## src/rtl/kernel_window_ctrl_pkg.sv

```systemverilog
// Shared constants for the kernel window controller: default image geometry,
// FSM state encodings and a width helper for coordinate buses.
package kernel_window_ctrl_pkg;

    localparam int DEF_IMG_WIDTH  = 64;
    localparam int DEF_IMG_HEIGHT = 128;

    typedef logic [1:0] state_t;

    localparam logic [1:0] ST_IDLE   = 2'd0;
    localparam logic [1:0] ST_ACTIVE = 2'd1;
    localparam logic [1:0] ST_DRAIN  = 2'd2;
    localparam logic [1:0] ST_DONE   = 2'd3;

    // Bits needed to index 0..n-1, never less than one.
    function automatic int idx_w(input int n);
        return (n > 1) ? $clog2(n) : 1;
    endfunction

endpackage

```

## src/rtl/kernel_window_ctrl_pos_counter.sv

```systemverilog
// pos_counter: raster-order column/row position counter. Column wraps at
// WIDTH-1 and bumps the row; row wraps at HEIGHT-1. 'last' flags the final
// pixel position of the frame.
module pos_counter
    import kernel_window_ctrl_pkg::*;
#(
    parameter int WIDTH  = DEF_IMG_WIDTH,
    parameter int HEIGHT = DEF_IMG_HEIGHT
) (
    input  logic                      clk,
    input  logic                      rst,
    input  logic                      clr,
    input  logic                      en,
    output logic [idx_w(WIDTH)-1:0]   col,
    output logic [idx_w(HEIGHT)-1:0]  row,
    output logic                      last
);

    localparam int CW = idx_w(WIDTH);
    localparam int RW = idx_w(HEIGHT);
    localparam logic [CW-1:0] COL_MAX = CW'(WIDTH - 1);
    localparam logic [RW-1:0] ROW_MAX = RW'(HEIGHT - 1);

    // Advance position on enable; clear has priority over enable.
    always_ff @(posedge clk or negedge rst) begin
        if (!rst) begin
            col <= '0;
            row <= '0;
        end else if (clr) begin
            col <= '0;
            row <= '0;
        end else if (en) begin
            if (col == COL_MAX) begin
                col <= '0;
                row <= (row == ROW_MAX) ? '0 : row + RW'(1);
            end else begin
                col <= col + CW'(1);
            end
        end
    end

    assign last = (col == COL_MAX) && (row == ROW_MAX);

endmodule

```

## src/rtl/kernel_window_ctrl.sv

```systemverilog
// kernel_window_ctrl: walks a frame in raster order, accepting one pixel per
// handshake, and raises a window event whenever the accepted pixel completes a
// BLOCK_WIDTH x BLOCK_HEIGHT kernel fully inside the image.
// Optional build macro: KERNEL_WINDOW_CTRL_STALL_CNT_EN adds stall_cnt.
//
// Handshakes: a transfer happens on a rising edge where valid && ready are
// both high. The window output is a one-entry stage: m_valid, win_col and
// win_row hold until m_ready, and s_ready only rises when that stage is empty
// or emptying this cycle, so no window is ever overwritten.
module kernel_window_ctrl
    import kernel_window_ctrl_pkg::*;
#(
    parameter int IMG_WIDTH    = DEF_IMG_WIDTH,
    parameter int IMG_HEIGHT   = DEF_IMG_HEIGHT,
    parameter int BLOCK_WIDTH  = 3,
    parameter int BLOCK_HEIGHT = 3
) (
    input  logic                          clk,
    input  logic                          rst,
    input  logic                          start,
    input  logic                          s_valid,
    output logic                          s_ready,
    input  logic                          m_ready,
    output logic                          m_valid,
    output logic [idx_w(IMG_WIDTH)-1:0]   win_col,
    output logic [idx_w(IMG_HEIGHT)-1:0]  win_row,
    output logic                          busy,
    output logic                          frame_done,
`ifdef KERNEL_WINDOW_CTRL_STALL_CNT_EN
    output logic [31:0]                   stall_cnt,
`endif
    output logic [1:0]                    state_dbg
);

    localparam int CW = idx_w(IMG_WIDTH);
    localparam int RW = idx_w(IMG_HEIGHT);
    localparam logic [CW-1:0] COL_MIN = CW'(BLOCK_WIDTH - 1);
    localparam logic [RW-1:0] ROW_MIN = RW'(BLOCK_HEIGHT - 1);

    state_t          state;
    state_t          state_nxt;
    logic [CW-1:0]   col;
    logic [RW-1:0]   row;
    logic            last_pix;
    logic            accept;
    logic            in_win;
    logic            frame_start;

    assign frame_start = (state == ST_IDLE) && start;
    assign s_ready     = (state == ST_ACTIVE) && (!m_valid || m_ready);
    assign accept      = s_valid && s_ready;
    assign in_win      = (col >= COL_MIN) && (row >= ROW_MIN);
    assign busy        = (state != ST_IDLE);
    assign frame_done  = (state == ST_DONE);
    assign state_dbg   = state;

    pos_counter #(
        .WIDTH  (IMG_WIDTH),
        .HEIGHT (IMG_HEIGHT)
    ) u_pos (
        .clk  (clk),
        .rst  (rst),
        .clr  (frame_start),
        .en   (accept),
        .col  (col),
        .row  (row),
        .last (last_pix)
    );

    // Next-state decode for the frame sequencer.
    always_comb begin
        state_nxt = state;
        case (state)
            ST_IDLE:   if (start) state_nxt = ST_ACTIVE;
            ST_ACTIVE: if (accept && last_pix) state_nxt = ST_DRAIN;
            ST_DRAIN:  if (!m_valid || m_ready) state_nxt = ST_DONE;
            ST_DONE:   state_nxt = ST_IDLE;
            default:   state_nxt = ST_IDLE;
        endcase
    end

    // State register.
    always_ff @(posedge clk or negedge rst) begin
        if (!rst) state <= ST_IDLE;
        else      state <= state_nxt;
    end

    // Window output stage: load on a qualifying accept, drain on handshake.
    always_ff @(posedge clk or negedge rst) begin
        if (!rst) begin
            m_valid <= 1'b0;
            win_col <= '0;
            win_row <= '0;
        end else if (accept && in_win) begin
            m_valid <= 1'b1;
            win_col <= col;
            win_row <= row;
        end else if (m_valid && m_ready) begin
            m_valid <= 1'b0;
        end
    end

`ifdef KERNEL_WINDOW_CTRL_STALL_CNT_EN
    // Count ACTIVE cycles where upstream offered a pixel but was held off.
    always_ff @(posedge clk or negedge rst) begin
        if (!rst) begin
            stall_cnt <= '0;
        end else if (frame_start) begin
            stall_cnt <= '0;
        end else if ((state == ST_ACTIVE) && s_valid && !s_ready && (stall_cnt != '1)) begin
            stall_cnt <= stall_cnt + 32'd1;
        end
    end
`endif

endmodule

```

## config.mk

```make
export PLATFORM = sky130hd
export DESIGN_NAME = kernel_window_ctrl
export DESIGN_NICKNAME = d
export VERILOG_FILES = /design/src/rtl/kernel_window_ctrl_pkg.sv /design/src/rtl/kernel_window_ctrl_pos_counter.sv /design/src/rtl/kernel_window_ctrl.sv
export SDC_FILE = /design/constraint.sdc
export NUM_CORES = 1
export LEC_CHECK = 0
export CAP_MARGIN = 20
export CORE_MARGIN = 8
export CORE_UTILIZATION = 34
export DETAILED_ROUTE_END_ITERATION = 7
export PLACE_DENSITY = 0.66
export SLEW_MARGIN = 5
export SYNTH_ARGS = -nofsm -noshare
export SYNTH_HDL_FRONTEND = slang
export SYNTH_SLANG_ARGS = --single-unit
export TNS_END_PERCENT = 10
```

## constraint.sdc

```tcl
create_clock -name clk -period 3.1 [get_ports clk]
set_input_delay 0.31 -clock clk [delete_from_list [all_inputs] [get_ports clk]]
set_output_delay 0.31 -clock clk [all_outputs]
set_load 0.005 [all_outputs]
```

==> run_summary.xml <==
<?xml version="1.0" encoding="UTF-8"?>
<metrics>
  <group name="outcome">
    <metric name="status" unit="">completed</metric>
  </group>
  <group name="clock_network">
    <metric name="ctsResizeCount" unit="">0</metric>
    <metric name="tritoncts" unit="">built</metric>
    <metric name="number_of_cts_inserted_buffers" unit="">5</metric>
    <metric name="max-clock-path-buffers" unit="">2</metric>
    <metric name="cts_num_sinks" unit="">29</metric>
    <metric name="htree_num_levels" unit="">2</metric>
    <metric name="postCtsHoldBufs" unit="">0</metric>
    <metric name="insertion_delay" unit="ps">270</metric>
    <metric name="clk_root_buf" unit="">sky130_fd_sc_hd__clkbuf_8</metric>
    <metric name="postCtsSetupRepairBufs" unit="">0</metric>
    <metric name="clock_input_transition_at_the_sequential_cells_of_the_worst_setup_and_hold_paths" unit="ps">60</metric>
  </group>
  <group name="global_routing">
    <metric name="first_global_vias" unit="">1167</metric>
    <metric name="grt_start_max_net_pins" unit="">30</metric>
    <metric name="grt_pass1_wl" unit="um">5510</metric>
    <metric name="grt.met3_usage" unit="%">3.32</metric>
    <metric name="met2_usage" unit="%">16.4</metric>
    <metric name="grt.total_usage" unit="%">9.63</metric>
    <metric name="groute.layer.met1.usage" unit="%">9.96</metric>
    <metric name="antenna_found_initial" unit="">0</metric>
    <metric name="globalRoute.totalOverflow" unit="">0</metric>
    <metric name="top_usage_layer" unit="">met2</metric>
  </group>
  <group name="finish">
    <metric name="insertedDiodeCount" unit="">0</metric>
    <metric name="register_area" unit="um^2">726</metric>
    <metric name="layout.filler_cells" unit="">417</metric>
    <metric name="share_of_layout_cells_above_drive_strength_1" unit="%">16.9</metric>
    <metric name="multi_input_gate_area" unit="um^2">758</metric>
    <metric name="final_net_count" unit="">178</metric>
    <metric name="area_growth" unit="%">23.3</metric>
  </group>
  <group name="route">
    <metric name="post_drt_via_cell_ratio" unit="">5.16</metric>
    <metric name="wire_per_inst" unit="um">14.5</metric>
    <metric name="first_pass_iters" unit="">4</metric>
    <metric name="wl" unit="um">3160</metric>
    <metric name="via_count" unit="">1125</metric>
    <metric name="postRouteAntennaNets" unit="">0</metric>
    <metric name="count_of_unresolved_drc_violations_after_routing" unit="">0</metric>
    <metric name="first_iter_violations" unit="">40</metric>
  </group>
  <group name="worst_setup_path">
    <metric name="worst-path-max-fanout" unit="">8</metric>
    <metric name="worst-endpoint-required" unit="ps">2790</metric>
    <metric name="worstReg2RegEnd" unit="">state_dbg[1]</metric>
    <metric name="timing.critical_path.to_type" unit="">output pin</metric>
    <metric name="crit-reg2reg-launch" unit="">state_dbg[1]</metric>
    <metric name="cp-start-kind" unit="">input pin</metric>
    <metric name="cp.arrival" unit="ps">1650</metric>
    <metric name="worst-r2r-cell-count" unit="">6</metric>
    <metric name="path_class" unit="">input pin to output pin</metric>
    <metric name="r2r_setup_slack" unit="ps">1230</metric>
  </group>
  <group name="min_path">
    <metric name="holdCritPathClass" unit="">input pin to asynchronous set/reset pin</metric>
  </group>
  <group name="yosys">
    <metric name="asyncSetResetFlopFracSynth" unit="%">100</metric>
    <metric name="number_of_unique_standard_cell_types_used_by_synthesis" unit="">39</metric>
    <metric name="mean_syn_cell_area" unit="um^2">11.2</metric>
    <metric name="synth_ff_type" unit="">sky130_fd_sc_hd__dfrtp_1</metric>
    <metric name="syn_nets" unit="">150</metric>
    <metric name="netlist_top_cells_area" unit="">sky130_fd_sc_hd__dfrtp_1 47%, sky130_fd_sc_hd__mux2_2 7.4%, sky130_fd_sc_hd__ha_1 6.5%, sky130_fd_sc_hd__a21oi_1 3.3%, sky130_fd_sc_hd__nand2_1 2.9%</metric>
    <metric name="synth_top_area_share" unit="%">47.5</metric>
    <metric name="synth_edf_count" unit="">0</metric>
    <metric name="post-synth-top-count-cell" unit="">sky130_fd_sc_hd__dfrtp_1</metric>
    <metric name="leading_cell_types_by_count_after_synthesis" unit="">29 x sky130_fd_sc_hd__dfrtp_1, 12 x sky130_fd_sc_hd__nand2_1, 10 x sky130_fd_sc_hd__a21oi_1, 10 x sky130_fd_sc_hd__mux2_2, 8 x sky130_fd_sc_hd__ha_1</metric>
    <metric name="ys_ff_latch" unit="">29</metric>
    <metric name="synth_seq_area_share" unit="%">47.5</metric>
    <metric name="synthDominantAreaCellType" unit="">sky130_fd_sc_hd__dfrtp_1</metric>
    <metric name="mappedNetlistArea" unit="um^2">1530</metric>
    <metric name="count_of_warnings_emitted_by_yosys" unit="">0</metric>
    <metric name="synthCells" unit="">137</metric>
  </group>
  <group name="sta">
    <metric name="setup-tns-final" unit="ps">0</metric>
    <metric name="timing.final.max_slew_violations" unit="">0</metric>
    <metric name="hold_violations" unit="">0</metric>
    <metric name="clock_skew" unit="ps">3.45</metric>
    <metric name="setup_viol" unit="">0</metric>
    <metric name="final_min_period_over_clock_period" unit="%">63.2</metric>
    <metric name="grt_setup_unrepaired" unit="">no</metric>
    <metric name="tightest_slew" unit="ps">462</metric>
    <metric name="relSlewSlack" unit="%">69.2</metric>
    <metric name="maxClockFrequency" unit="MHz">510</metric>
    <metric name="period_minus_slack" unit="ps">1960</metric>
  </group>
  <group name="floorplan">
    <metric name="starting_density_of_the_core" unit="%">35.1</metric>
    <metric name="chipWidth" unit="um">83.1</metric>
    <metric name="die_area" unit="um^2">6900</metric>
    <metric name="core_region_area" unit="um^2">4350</metric>
    <metric name="rows" unit="">24</metric>
    <metric name="pin_count" unit="">24</metric>
    <metric name="die_h" unit="um">83.1</metric>
  </group>
  <group name="placement">
    <metric name="numPortBuffers" unit="">23</metric>
    <metric name="gp_congestion" unit="">0.813</metric>
    <metric name="detailed_place_hpwl" unit="um">2330</metric>
  </group>
  <group name="pwr">
    <metric name="fin_total_pwr" unit="mW">0.874</metric>
    <metric name="p_per_area" unit="nW/um^2">463</metric>
    <metric name="max-vdd-ir-drop" unit="mV">0.202</metric>
    <metric name="power.static_leakage" unit="nW">0.857</metric>
  </group>
  <group name="flow_run">
    <metric name="max_cap_viol_count" unit="">0</metric>
  </group>
</metrics>
[worst max path at each step]
stage / from / to / slack, ps
5_1_grt: m_ready / s_ready / 1090
3_3_place_gp: m_ready / s_ready / 1170
4_1_cts: m_ready / s_ready / 1140
2_1_floorplan: state_dbg[1] / win_col[1] / 1350
6_report: m_ready / s_ready / 1140
3_5_place_dp: m_ready / s_ready / 1140
[critical path, stage by stage]
cell,delay [ps]
sky130_fd_sc_hd__clkdlybuf4s50_1,480
sky130_fd_sc_hd__nand2b_2,210
sky130_fd_sc_hd__and2_1,150
sky130_fd_sc_hd__clkdlybuf4s50_1,500
[sequential cells by signal, indices dropped and copies added (netlist names)]
signal	flops
win_col	6
win_row	7
m_valid	1
u_pos.col	6
state_dbg	2
u_pos.row	7
[cell usage in the layout (no fill, tap or decap), types with 4 or more instances in the layout]
cell	count
sky130_fd_sc_hd__dfrtp_1	29
sky130_fd_sc_hd__clkdlybuf4s50_1	23
sky130_fd_sc_hd__nand2_1	12
sky130_fd_sc_hd__mux2_2	10
sky130_fd_sc_hd__a21oi_1	10
sky130_fd_sc_hd__ha_1	8
sky130_fd_sc_hd__nor2_1	7
sky130_fd_sc_hd__inv_1	5
sky130_fd_sc_hd__or3_1	5
sky130_fd_sc_hd__clkbuf_8	5
sky130_fd_sc_hd__nand3_1	4
sky130_fd_sc_hd__o21ai_0	4
[cells by family after synthesis]
kind of cell | Yosys count | share of synthesized area, %
adder cells (fa/ha/maj) | 8 | 6.55
AND/OR/NAND/NOR | 54 | 21.4
buffers and inverters | 8 | 2.95
AO/OA/AOI/OAI | 23 | 10.8
multiplexers | 13 | 9.74
flip-flops | 29 | 47.5
XOR/XNOR | 2 | 1.15
[metal layers]
layer	part of all wire [%]	vias to the layer above
met2	51	21
met1	42	552
met3	4.6	5
met4	2.1	0
li1	-	547
met5	0	-
[power breakdown]
group          switching [mW]  internal [mW]  leakage, nW
registers              0.0545          0.413        0.389
logic                  0.0623         0.0554        0.428
clock network           0.130          0.159       0.0395
total                   0.247          0.627        0.857
[per-stage QoR]
stage,hold slack (ps),utilization [%],area (um^2),instances,setup slack [ps]
4_1_cts,443,43.3,1890,218,1140
2_1_floorplan,14.4,-,1530,137,1350
3_3_place_gp,477,41.5,1810,210,1170
5_1_grt,461,43.3,1890,218,1090
3_5_place_dp,489,41.5,1810,210,1140
6_report,431,43.3,1890,218,1140
[cell type report]
| cell class | instances | share of cell area, % |
|---|---|---|
| Multi-Input combinational cell | 100 | 40.2 |
| Sequential cell | 29 | 38.5 |
| Timing Repair Buffer | 24 | 12.6 |
| Clock buffer | 8 | 4.25 |
| Tap cell | 52 | 3.45 |
| Inverter | 5 | 0.995 |
Power figures use the tool's default switching activity.
